`src/rtl/acc_seq_pkg.sv`:
```
// Shared types and constants for the acc_seq_ctrl sequencer and its datapath.
package acc_seq_pkg;

  localparam int W_DEF     = 4;
  localparam int CNT_W_DEF = 4;

  localparam logic OP_ADD = 1'b0;
  localparam logic OP_SUB = 1'b1;

  typedef enum logic [1:0] {
    IDLE = 2'd0,
    RUN  = 2'd1,
    DONE = 2'd2
  } state_e;

endpackage

```
`src/rtl/acc_seq_ctrl_if.sv`:
```
// Command, operand-stream and result signals between the operand source and
// the accumulate sequencer.
interface acc_seq_ctrl_if #(
  parameter int W     = acc_seq_pkg::W_DEF,
  parameter int CNT_W = acc_seq_pkg::CNT_W_DEF
);
  logic             start;
  logic [CNT_W-1:0] len;
  logic             in_valid;
  logic             in_ready;
  logic             in_op;
  logic [W-1:0]     in_data;
  logic             busy;
  logic             done;
  logic [W-1:0]     result;
  logic             ovf;

  modport master (
    output start, len, in_valid, in_op, in_data,
    input  in_ready, busy, done, result, ovf
  );

  modport slave (
    input  start, len, in_valid, in_op, in_data,
    output in_ready, busy, done, result, ovf
  );
endinterface

```
`src/rtl/acc.sv`:
```
// Combinational 4-bit add/subtract datapath: c=0 gives a+b, c=1 gives a-b,
// both wrapping modulo 16.
module acc (
  input  logic       c,
  input  logic [3:0] a,
  input  logic [3:0] b,
  output logic [3:0] saida
);
  assign saida = c ? (a - b) : (a + b);
endmodule

```
`src/rtl/acc_seq_ctrl.sv`:
```
// Sequencer around the acc datapath: takes a start+length command, folds each
// streamed operand into the running result and pulses done when finished.
module acc_seq_ctrl
  import acc_seq_pkg::*;
#(
  parameter int           W     = W_DEF,
  parameter int           CNT_W = CNT_W_DEF,
  parameter logic [W-1:0] INIT  = '0
) (
  input  logic         clk,
  input  logic         reset,
  acc_seq_ctrl_if.slave bus
);

  state_e           state_q;
  logic [W-1:0]     result_q;
  logic [CNT_W-1:0] count_q;
  logic [CNT_W-1:0] rem_q;
  logic             in_ready_q;
  logic             busy_q;
  logic             done_q;
  logic             ovf_q;

  logic [W-1:0] saida;
  logic         accept;
  logic         last;
  logic         ovf_hit;

  acc u_acc (
    .c     (bus.in_op),
    .a     (result_q),
    .b     (bus.in_data),
    .saida (saida)
  );

  assign accept = bus.in_valid & in_ready_q;
  assign last   = (count_q == rem_q - CNT_W'(1));

  // Unsigned carry shows up as a wrapped sum smaller than the old value;
  // a borrow happens whenever the subtrahend exceeds the old value.
  assign ovf_hit = ((bus.in_op == OP_ADD) && (saida < result_q)) ||
                   ((bus.in_op == OP_SUB) && (bus.in_data > result_q));

  // NOTE: state updates use non-blocking assignments so every register sees
  // the pre-edge values of the others, independent of statement order.
  always_ff @(posedge clk or posedge reset) begin
    if (reset) begin
      state_q    <= IDLE;
      result_q   <= INIT;
      count_q    <= '0;
      rem_q      <= '0;
      in_ready_q <= 1'b0;
      busy_q     <= 1'b0;
      done_q     <= 1'b0;
      ovf_q      <= 1'b0;
    end else begin
      done_q <= 1'b0;
      unique case (state_q)
        IDLE: begin
          if (bus.start) begin
            result_q <= INIT;
            ovf_q    <= 1'b0;
            count_q  <= '0;
            rem_q    <= bus.len;
            if (bus.len != '0) begin
              state_q    <= RUN;
              in_ready_q <= 1'b1;
              busy_q     <= 1'b1;
            end else begin
              state_q <= DONE;
              done_q  <= 1'b1;
            end
          end
        end
        RUN: begin
          if (accept) begin
            result_q <= saida;
            count_q  <= count_q + CNT_W'(1);
            if (ovf_hit) begin
              ovf_q <= 1'b1;
            end
            if (last) begin
              state_q    <= DONE;
              in_ready_q <= 1'b0;
              busy_q     <= 1'b0;
              done_q     <= 1'b1;
            end
          end
        end
        DONE: begin
          state_q <= IDLE;
        end
        default: begin
          state_q    <= IDLE;
          in_ready_q <= 1'b0;
          busy_q     <= 1'b0;
        end
      endcase
    end
  end

  assign bus.in_ready = in_ready_q;
  assign bus.busy     = busy_q;
  assign bus.done     = done_q;
  assign bus.result   = result_q;
  assign bus.ovf      = ovf_q;

endmodule

```
`src/flat_wrapper.sv`:
```
// flat-port wrapper written by rule: the top's interface ports become plain ports
module acc_seq_ctrl_flat import acc_seq_pkg::*;
#(
  parameter int           W     = W_DEF,
  parameter int           CNT_W = CNT_W_DEF,
  parameter logic [W-1:0] INIT  = '0
)
  (clk, reset, bus_start, bus_len, bus_in_valid, bus_in_op, bus_in_data, bus_in_ready, bus_busy, bus_done, bus_result, bus_ovf);
  acc_seq_ctrl_if #(.W(W), .CNT_W(CNT_W)) bus_i ();
  input  logic clk;
  input  logic reset;
  input wire logic [$bits(bus_i.start)-1:0] bus_start;
  input wire logic [$bits(bus_i.len)-1:0] bus_len;
  input wire logic [$bits(bus_i.in_valid)-1:0] bus_in_valid;
  input wire logic [$bits(bus_i.in_op)-1:0] bus_in_op;
  input wire logic [$bits(bus_i.in_data)-1:0] bus_in_data;
  output wire logic [$bits(bus_i.in_ready)-1:0] bus_in_ready;
  output wire logic [$bits(bus_i.busy)-1:0] bus_busy;
  output wire logic [$bits(bus_i.done)-1:0] bus_done;
  output wire logic [$bits(bus_i.result)-1:0] bus_result;
  output wire logic [$bits(bus_i.ovf)-1:0] bus_ovf;
  assign bus_i.start = bus_start;
  assign bus_i.len = bus_len;
  assign bus_i.in_valid = bus_in_valid;
  assign bus_i.in_op = bus_in_op;
  assign bus_i.in_data = bus_in_data;
  assign bus_in_ready = bus_i.in_ready;
  assign bus_busy = bus_i.busy;
  assign bus_done = bus_i.done;
  assign bus_result = bus_i.result;
  assign bus_ovf = bus_i.ovf;
  acc_seq_ctrl #(.W(W), .CNT_W(CNT_W), .INIT(INIT)) u_core (.clk(clk), .reset(reset), .bus(bus_i));
endmodule
```
`config.mk`:
```
export PLATFORM = sky130hd
export DESIGN_NAME = acc_seq_ctrl_flat
export DESIGN_NICKNAME = d
export VERILOG_FILES = /design/src/rtl/acc_seq_pkg.sv /design/src/rtl/acc_seq_ctrl_if.sv /design/src/rtl/acc.sv /design/src/rtl/acc_seq_ctrl.sv /design/src/flat_wrapper.sv
export SDC_FILE = /design/constraint.sdc
export NUM_CORES = 1
export LEC_CHECK = 0
export ABC_AREA = 1
export BUFFER_PORTS_ARGS = -buffer_cell sky130_fd_sc_hd__buf_4
export CAP_MARGIN = 15
export CORE_MARGIN = 2
export CORE_UTILIZATION = 50
export CTS_BUF_LIST = sky130_fd_sc_hd__clkbuf_2 sky130_fd_sc_hd__clkbuf_4 sky130_fd_sc_hd__clkbuf_8
export CTS_CLUSTER_DIAMETER = 40
export DETAILED_ROUTE_END_ITERATION = 6
export GPL_TIMING_DRIVEN = 0
export PLACE_DENSITY = 0.76
export SLEW_MARGIN = 10
export SYNTH_ARGS = -nofsm -noshare
export SYNTH_HDL_FRONTEND = slang
export SYNTH_SLANG_ARGS = --single-unit
export TNS_END_PERCENT = 10
```
`constraint.sdc`:
```
create_clock -name clk -period 2 [get_ports clk]
set_input_delay 0.1 -clock clk [delete_from_list [all_inputs] [get_ports clk]]
set_output_delay 0.1 -clock clk [all_outputs]
set_load 0.1 [all_outputs]
```
Yosys cells after proc, flatten, opt, wreduce, memory -nomap -nowiden
Index checks and enable logic that the tools add are counted.
W data, S select, Z words.
{"block": "totals", "inputBits": 13, "output_inout_bits": 8, "wordCells": 60, "regBits": 17}
{"block": "op_classes", "eq_ne": 8, "n_reduce_logical": 11, "magnitude_cmp": 2, "addsub": 4, "bitwise_logic": 3, "mux": 25}
{"op": "$mux W4", "n": 4}
{"op": "$pmux W4 S2", "n": 2}
{"op": "$mux W1", "n": 11}
{"op": "$mux W2", "n": 4}
{"op": "$ne A2 B1 Y1 const B", "n": 4}
{"op": "$reduce_and A3 Y1", "n": 2}
{"op": "$reduce_and A5 Y1", "n": 1}
{"op": "$add A4 B1 Y4 const B", "n": 1}
{"op": "$add A4 B4 Y4", "n": 1}
{"op": "$eq A4 B4 Y1", "n": 1}
{"op": "$gt A4 B4 Y1", "n": 1}
{"op": "$lt A4 B4 Y1", "n": 1}
{"op": "$pmux W1 S2", "n": 2}
{"op": "$pmux W2 S2", "n": 1}
{"op": "$reduce_and A4 Y1", "n": 1}
{"op": "$reduce_bool A4 Y1", "n": 1}
{"op": "$sub A4 B1 Y4 const B", "n": 1}
{"op": "$sub A4 B4 Y4", "n": 1}
{"op": "$pmux W1 S3", "n": 1}
{"op": "$eq A2 B1 Y1 const B", "n": 1}
{"op": "$eq A2 B2 Y1 const B", "n": 1}
{"op": "$logic_and A1 B1 Y1", "n": 2}
{"op": "$logic_not A2 Y1", "n": 1}
{"op": "$ne A2 B2 Y1 const B", "n": 1}
{"op": "5 further kinds", "n": 6}

Longest topological paths before layout
{"block": "depth", "ltp_word": 8, "ltp_mapped": 16, "ltp_nobuf": 16}

Hierarchy
A second synthesis with hierarchy kept.
{"block": "hier_totals", "hier_cells": 192, "area_unflattened_um2": 1367.6}
{"mod": "acc_seq_ctrl", "cells_per_inst": 148, "area_each_um2": 1132.3, "n_inst": 1, "seq_area_each_um2": 425.4}
{"mod": "acc", "cells_per_inst": 44, "area_each_um2": 235.2, "n_inst": 1, "seq_area_each_um2": 0.0}

Worst setup path after synthesis
Ideal clock, no wire load.
{"block": "synth_timing", "kind": "reg2reg", "start": "register u_core.result_q[0], in the netlist u_core.bus.result[0]", "end": "register u_core.ovf_q, in the netlist u_core.bus.ovf", "setup_time_ns": 0.122, "t_arrival_ns": 2.590, "n_path_buf": 0, "required_ns": 1.878, "period_less_slack_ns": 2.712, "path_stages_with_launch": 12, "path_slack_ns": -0.712, "cell_sequence": "dfrtp_1 -> ha_1 -> fa_1 -> o21ai_0 -> xor2_1 -> inv_1 -> ha_1 -> nand2_1 -> o21ai_0 -> o21ai_0 -> a21oi_1 -> nor2_1"}
{"block": "synth_between", "elab_chain_len": 7, "word_cells_on_any_way": 10, "cone_classes": "add/sub (2); order compare (2); eq/ne (1); mux (1); reduce/logical (4)"}
{"element": "start: declaration", "line_no": "acc_seq_ctrl.sv:16", "rtl": "logic [W-1:0] result_q;"}
{"element": "start signal: assignment", "line_no": "acc_seq_ctrl.sv:77", "rtl": "result_q <= saida;"}
{"element": "$add A4 B4 Y4 or $sub A4 B4 Y4 (tied branches)", "line_no": "acc.sv:9", "rtl": "assign saida = c ? (a - b) : (a + b);"}
{"element": "$mux W4", "line_no": "acc.sv:9"}
{"element": "$lt A4 B4 Y1", "line_no": "acc_seq_ctrl.sv:41", "rtl": "assign ovf_hit = ((bus.in_op == OP_ADD) && (saida < result_q)) ||"}
{"element": "$logic_and A1 B1 Y1", "line_no": "acc_seq_ctrl.sv:41"}
{"element": "$logic_or A1 B1 Y1 *", "line_no": "acc_seq_ctrl.sv:41"}
{"element": "$ne A2 B1 Y1 (no source line) *"}
{"element": "$reduce_and A4 Y1 (no source line) *"}
{"element": "end signal: assignment", "line_no": "acc_seq_ctrl.sv:55", "rtl": "ovf_q <= 1'b0;"}
{"element": "end signal: assignment", "line_no": "acc_seq_ctrl.sv:62", "rtl": "ovf_q <= 1'b0;"}
{"element": "end signal: assignment", "line_no": "acc_seq_ctrl.sv:80", "rtl": "ovf_q <= 1'b1;"}
{"element": "end: declaration", "line_no": "acc_seq_ctrl.sv:22", "rtl": "logic ovf_q;"}
Every way passes the cells marked *; elsewhere a longest branch is shown, timed or not.
A chain may end at the register's enable or synchronous reset.

Worst setup path after layout
Ends and elaborated chain as after synthesis.

==> run_results.csv <==
group,metric,value,unit
route,dr_total_vias,1052,
synthesis,yosys.area.top_type_share,34.5,%
setup_path,r2r_cells,14,
timing,fmax,437,MHz
global_route,grt_pass1_vias,1075,
setup_path,critical_path_class,"reg2reg",
synthesis,synth_area_leaders,"dfrtp_1 (35%), ha_1 (12%), nand2_1 (12%), inv_1 (6.4%), fa_1 (3.2%)",
place,portBuffers,20,
setup_path,critical-path-top-delay-family,"adder cells",
synthesis,syn-num-nets,182,
power,p_leak,0.845,nW
global_route,grt_use_total,21.1,%
floorplanning,io_pins,21,
place,dp_cells,203,
route,firstDrtPassIters,4,
timing,period_share,114,%
worst_hold_path,min-delay-start,"bus_len[3]",
route,m1WireLength,1080,um
global_route,antenna_found_initial,0,
cts,clk_latency,0.28,ns
setup_path,critical_path.slowest_cell,"dfrtp_4",
setup_path,worstPathArrival,2.47,ns
setup_path,reg2reg_from,"u_core.bus.result[0]$_DFFE_PP0P_",
cts,clk_pin_slew,0.10,ns
route,drcViolationCount,0,
timing,report.final.slew_viol_count,0,
cts,cts_made_buffers,3,
layout,area_growth,27.3,%
synthesis,seq_area_frac_synth,34.5,%
place,gp_congestion,0.793,
synthesis,yosys.cell_types.count,26,
power,ir_drop,1.48,mV
floorplanning,start_util,54.2,%
setup_path,rr_endpoint,"u_core.bus.ovf$_DFFE_PP0P_",
route,wl_per_cell,11.8,um
setup_path,worst-path-buf-inv,3,
synthesis,ys_ff_latch,17,
floorplanning,die_h,53.6,um
timing,rsz0062_at_grt,"yes",
floorplanning,die_w,53.6,um
layout,num_antenna_cells,0,
synthesis,syn_area,1230,sq um
route,drtIter0Drc,3,
synthesis,avgSynthCellArea,7.95,sq um
global_route,grt_pass1_wl,4430,um
worst_hold_path,hold_class,"in2reg",
route,route.met3.wl,64,um
timing,relSlewSlack,57.7,%
setup_path,path_max_fanout,3,
worst_hold_path,hold_depth,3,
synthesis,ys_warn_count,0,
layout,fin_nets,215,
status,violations,"negative setup slack",
worst_hold_path,whs_endpoint,"u_core.rem_q[3]$_DFFE_PP0P_",
timing,finalHoldViolCount,0,
global_route,grt-ovfl-total,0,
place,hpwlAfterDp,1960,um
run,cap_violations,0,
cts,tritoncts,"done",
floorplanning,row_count,17,
layout,stdcell_area,1570,sq um
status,status,"finished, violations left",
synthesis,synthCells,155,
timing,worst_slack,-0.288,ns
timing,setup_tns,-0.288,ns
route,vias_per_cell,4.89,
route,dr_wl_met2,1380,um
layout,fill_cells,183,
setup_path,worstPathCellList,"inv_4 -> ha_4 -> inv_4 -> fa_2 -> nand2_2 -> o21ai_2 -> xor2_1 -> inv_1 -> ha_1 -> nand2_1 -> o21ai_1 -> o21ai_1 -> a21oi_1 -> nor2_1",
cts,cts_buffer_depth,2,
setup_path,reg2reg_slack,-0.29,ns
setup_path,crit_required,2.18,ns
route,drt-total-wl,2530,um
route,highest_layer,"met4",
cts,clockRootBuffer,"clkbuf_4",
setup_path,cpPeakStageDelay,0.52,ns
timing,worst_pin_slew,0.634,ns
setup_path,crit_path_start_kind,"flip-flop",
place,placed_area,1440,sq um
cts,cts.sinks,17,
timing,min_period,2.29,ns
synthesis,yosysTopAreaCell,"dfrtp_1",
cts,htree_levels,1,
route,ant_nets,0,
timing,finalSetupViolCount,1,
setup_path,cp-end-kind,"flip-flop",
global_route,grt_max_degree,18,
power,p_per_area,1540,nW/um^2
floorplanning,die-area,2880,sq um
layout,stdcell_count,215,
layout,drive_gt1_share,34.2,%
timing,fin_skew,0.00142,ns
floorplanning,coreArea,2280,sq um
[logic make-up (layout without fill, tap and decap cells)]
| kind of cell | Yosys count | in the layout | share of synthesized area, % |
|---|---|---|---|
| compound gates | 21 | 21 | 8.83 |
| buf+inv | 31 | 63 | 9.85 |
| simple gates | 68 | 68 | 28.5 |
| flops | 17 | 17 | 34.5 |
| xor+xnor | 4 | 4 | 2.84 |
| fa+ha+maj | 14 | 14 | 15.4 |
[timing repair]
action | in CTS | in global routing
setup buffers | 6 | 1
gates resized for setup | 8 | 2
pin swaps | 11 | 6
endpoints found under the setup margin | 1 | 1
hold endpoints to repair | 17 | 0
hold buffers | 1 | 0
[worst max-delay path by stage]
stage	startpoint	endpoint	slack, ns	depth (start not counted)
5_1_grt	u_core.bus.result[0]$_DFFE_PP0P_	u_core.bus.ovf$_DFFE_PP0P_	-0.45	14
3_3_place_gp	u_core.bus.result[0]$_DFFE_PP0P_	u_core.bus.ovf$_DFFE_PP0P_	-0.30	14
6_report	u_core.bus.result[0]$_DFFE_PP0P_	u_core.bus.ovf$_DFFE_PP0P_	-0.29	14
3_5_place_dp	u_core.bus.result[0]$_DFFE_PP0P_	u_core.bus.ovf$_DFFE_PP0P_	-0.32	14
2_1_floorplan	u_core.bus.result[0]$_DFFE_PP0P_	u_core.bus.ovf$_DFFE_PP0P_	-0.34	14
4_1_cts	u_core.bus.result[0]$_DFFE_PP0P_	u_core.bus.ovf$_DFFE_PP0P_	-0.29	14
[synthesized netlist by cell type (all sizes together)]
master,count
a21oi,7
and3,3
buf,1
clkinv,1
dfrtp,17
fa,2
ha,12
inv,29
nand2,41
nand3,9
nand3b,1
nor2,11
nor3,2
nor4,1
o21ai,12
o21bai,1
o22ai,1
xnor2,1
xor2,3
[flip-flops by register name (all words and copies together), names as in the netlist]
signal,flops
u_core.bus.done,1
u_core.state_q,2
u_core.bus.in_ready,1
u_core.count_q,4
u_core.bus.result,4
u_core.bus.ovf,1
u_core.rem_q,4
[layer usage]
layer / vias to the layer above / GRT usage, %
met2: 15 / 42.0
met4: 0 / 3.85
met3: 2 / 2.78
li1: 553 / -
met1: 482 / 23.9
met5: - / 0
[power breakdown]
part / switching, mW / leakage, nW / internal (mW)
Combinational: 1.07 / 0.612 / 0.545
Clock: 0.106 / 0.0184 / 0.0910
Sequential: 0.122 / 0.214 / 0.476
Total: 1.30 / 0.845 / 1.11
[tightest hold or removal path: cells and delay by family]
family                 cells  cell delay (ns)
buffers and inverters      1             0.08
and+or+nand+nor            2             0.09
[metrics by stage]
stage          setup WS (ns)  utilization (%)  hold slack (ns)  power, mW
2_1_floorplan         -0.340                -           0.0259       1.78
3_3_place_gp          -0.304             63.3            0.227       2.02
3_5_place_dp          -0.321             63.3            0.233       2.08
4_1_cts               -0.286             68.2           0.0221       2.38
5_1_grt               -0.452             68.9           0.0172       2.62
6_report              -0.288             68.9           0.0191       2.41
[cells in the final DEF (no fill, tap or decap), types with 2 or more instances in the layout]
| cell type | synthesis | layout |
|---|---|---|
| nor2_4 | 2 | 2 |
| ha_4 | 0 | 2 |
| dfrtp_2 | 0 | 3 |
| nand2_1 | 38 | 37 |
| inv_2 | 8 | 8 |
| inv_1 | 21 | 19 |
| buf_4 | 1 | 28 |
| a21oi_1 | 7 | 6 |
| nand2_4 | 3 | 3 |
| clkbuf_4 | 0 | 4 |
| fa_2 | 0 | 2 |
| and3_1 | 3 | 3 |
| inv_4 | 0 | 2 |
| o21ai_1 | 4 | 6 |
| nand3_1 | 7 | 7 |
| nor2_1 | 8 | 8 |
| xor2_1 | 3 | 3 |
| o21ai_0 | 8 | 5 |
| dfrtp_1 | 17 | 13 |
| nand3_2 | 2 | 2 |
| ha_1 | 12 | 10 |
[cell type report]
class | count | area (sq um) | share of cell area, %
buffer | 1 | 7.51 | 0.478
clock buffer | 4 | 30.0 | 1.91
inverter | 30 | 119 | 7.58
multi-input combinational | 107 | 732 | 46.7
sequential | 17 | 433 | 27.6
tap | 28 | 35.0 | 2.23
timing repair buffer | 28 | 213 | 13.6
Power figures use the tool's default switching activity.
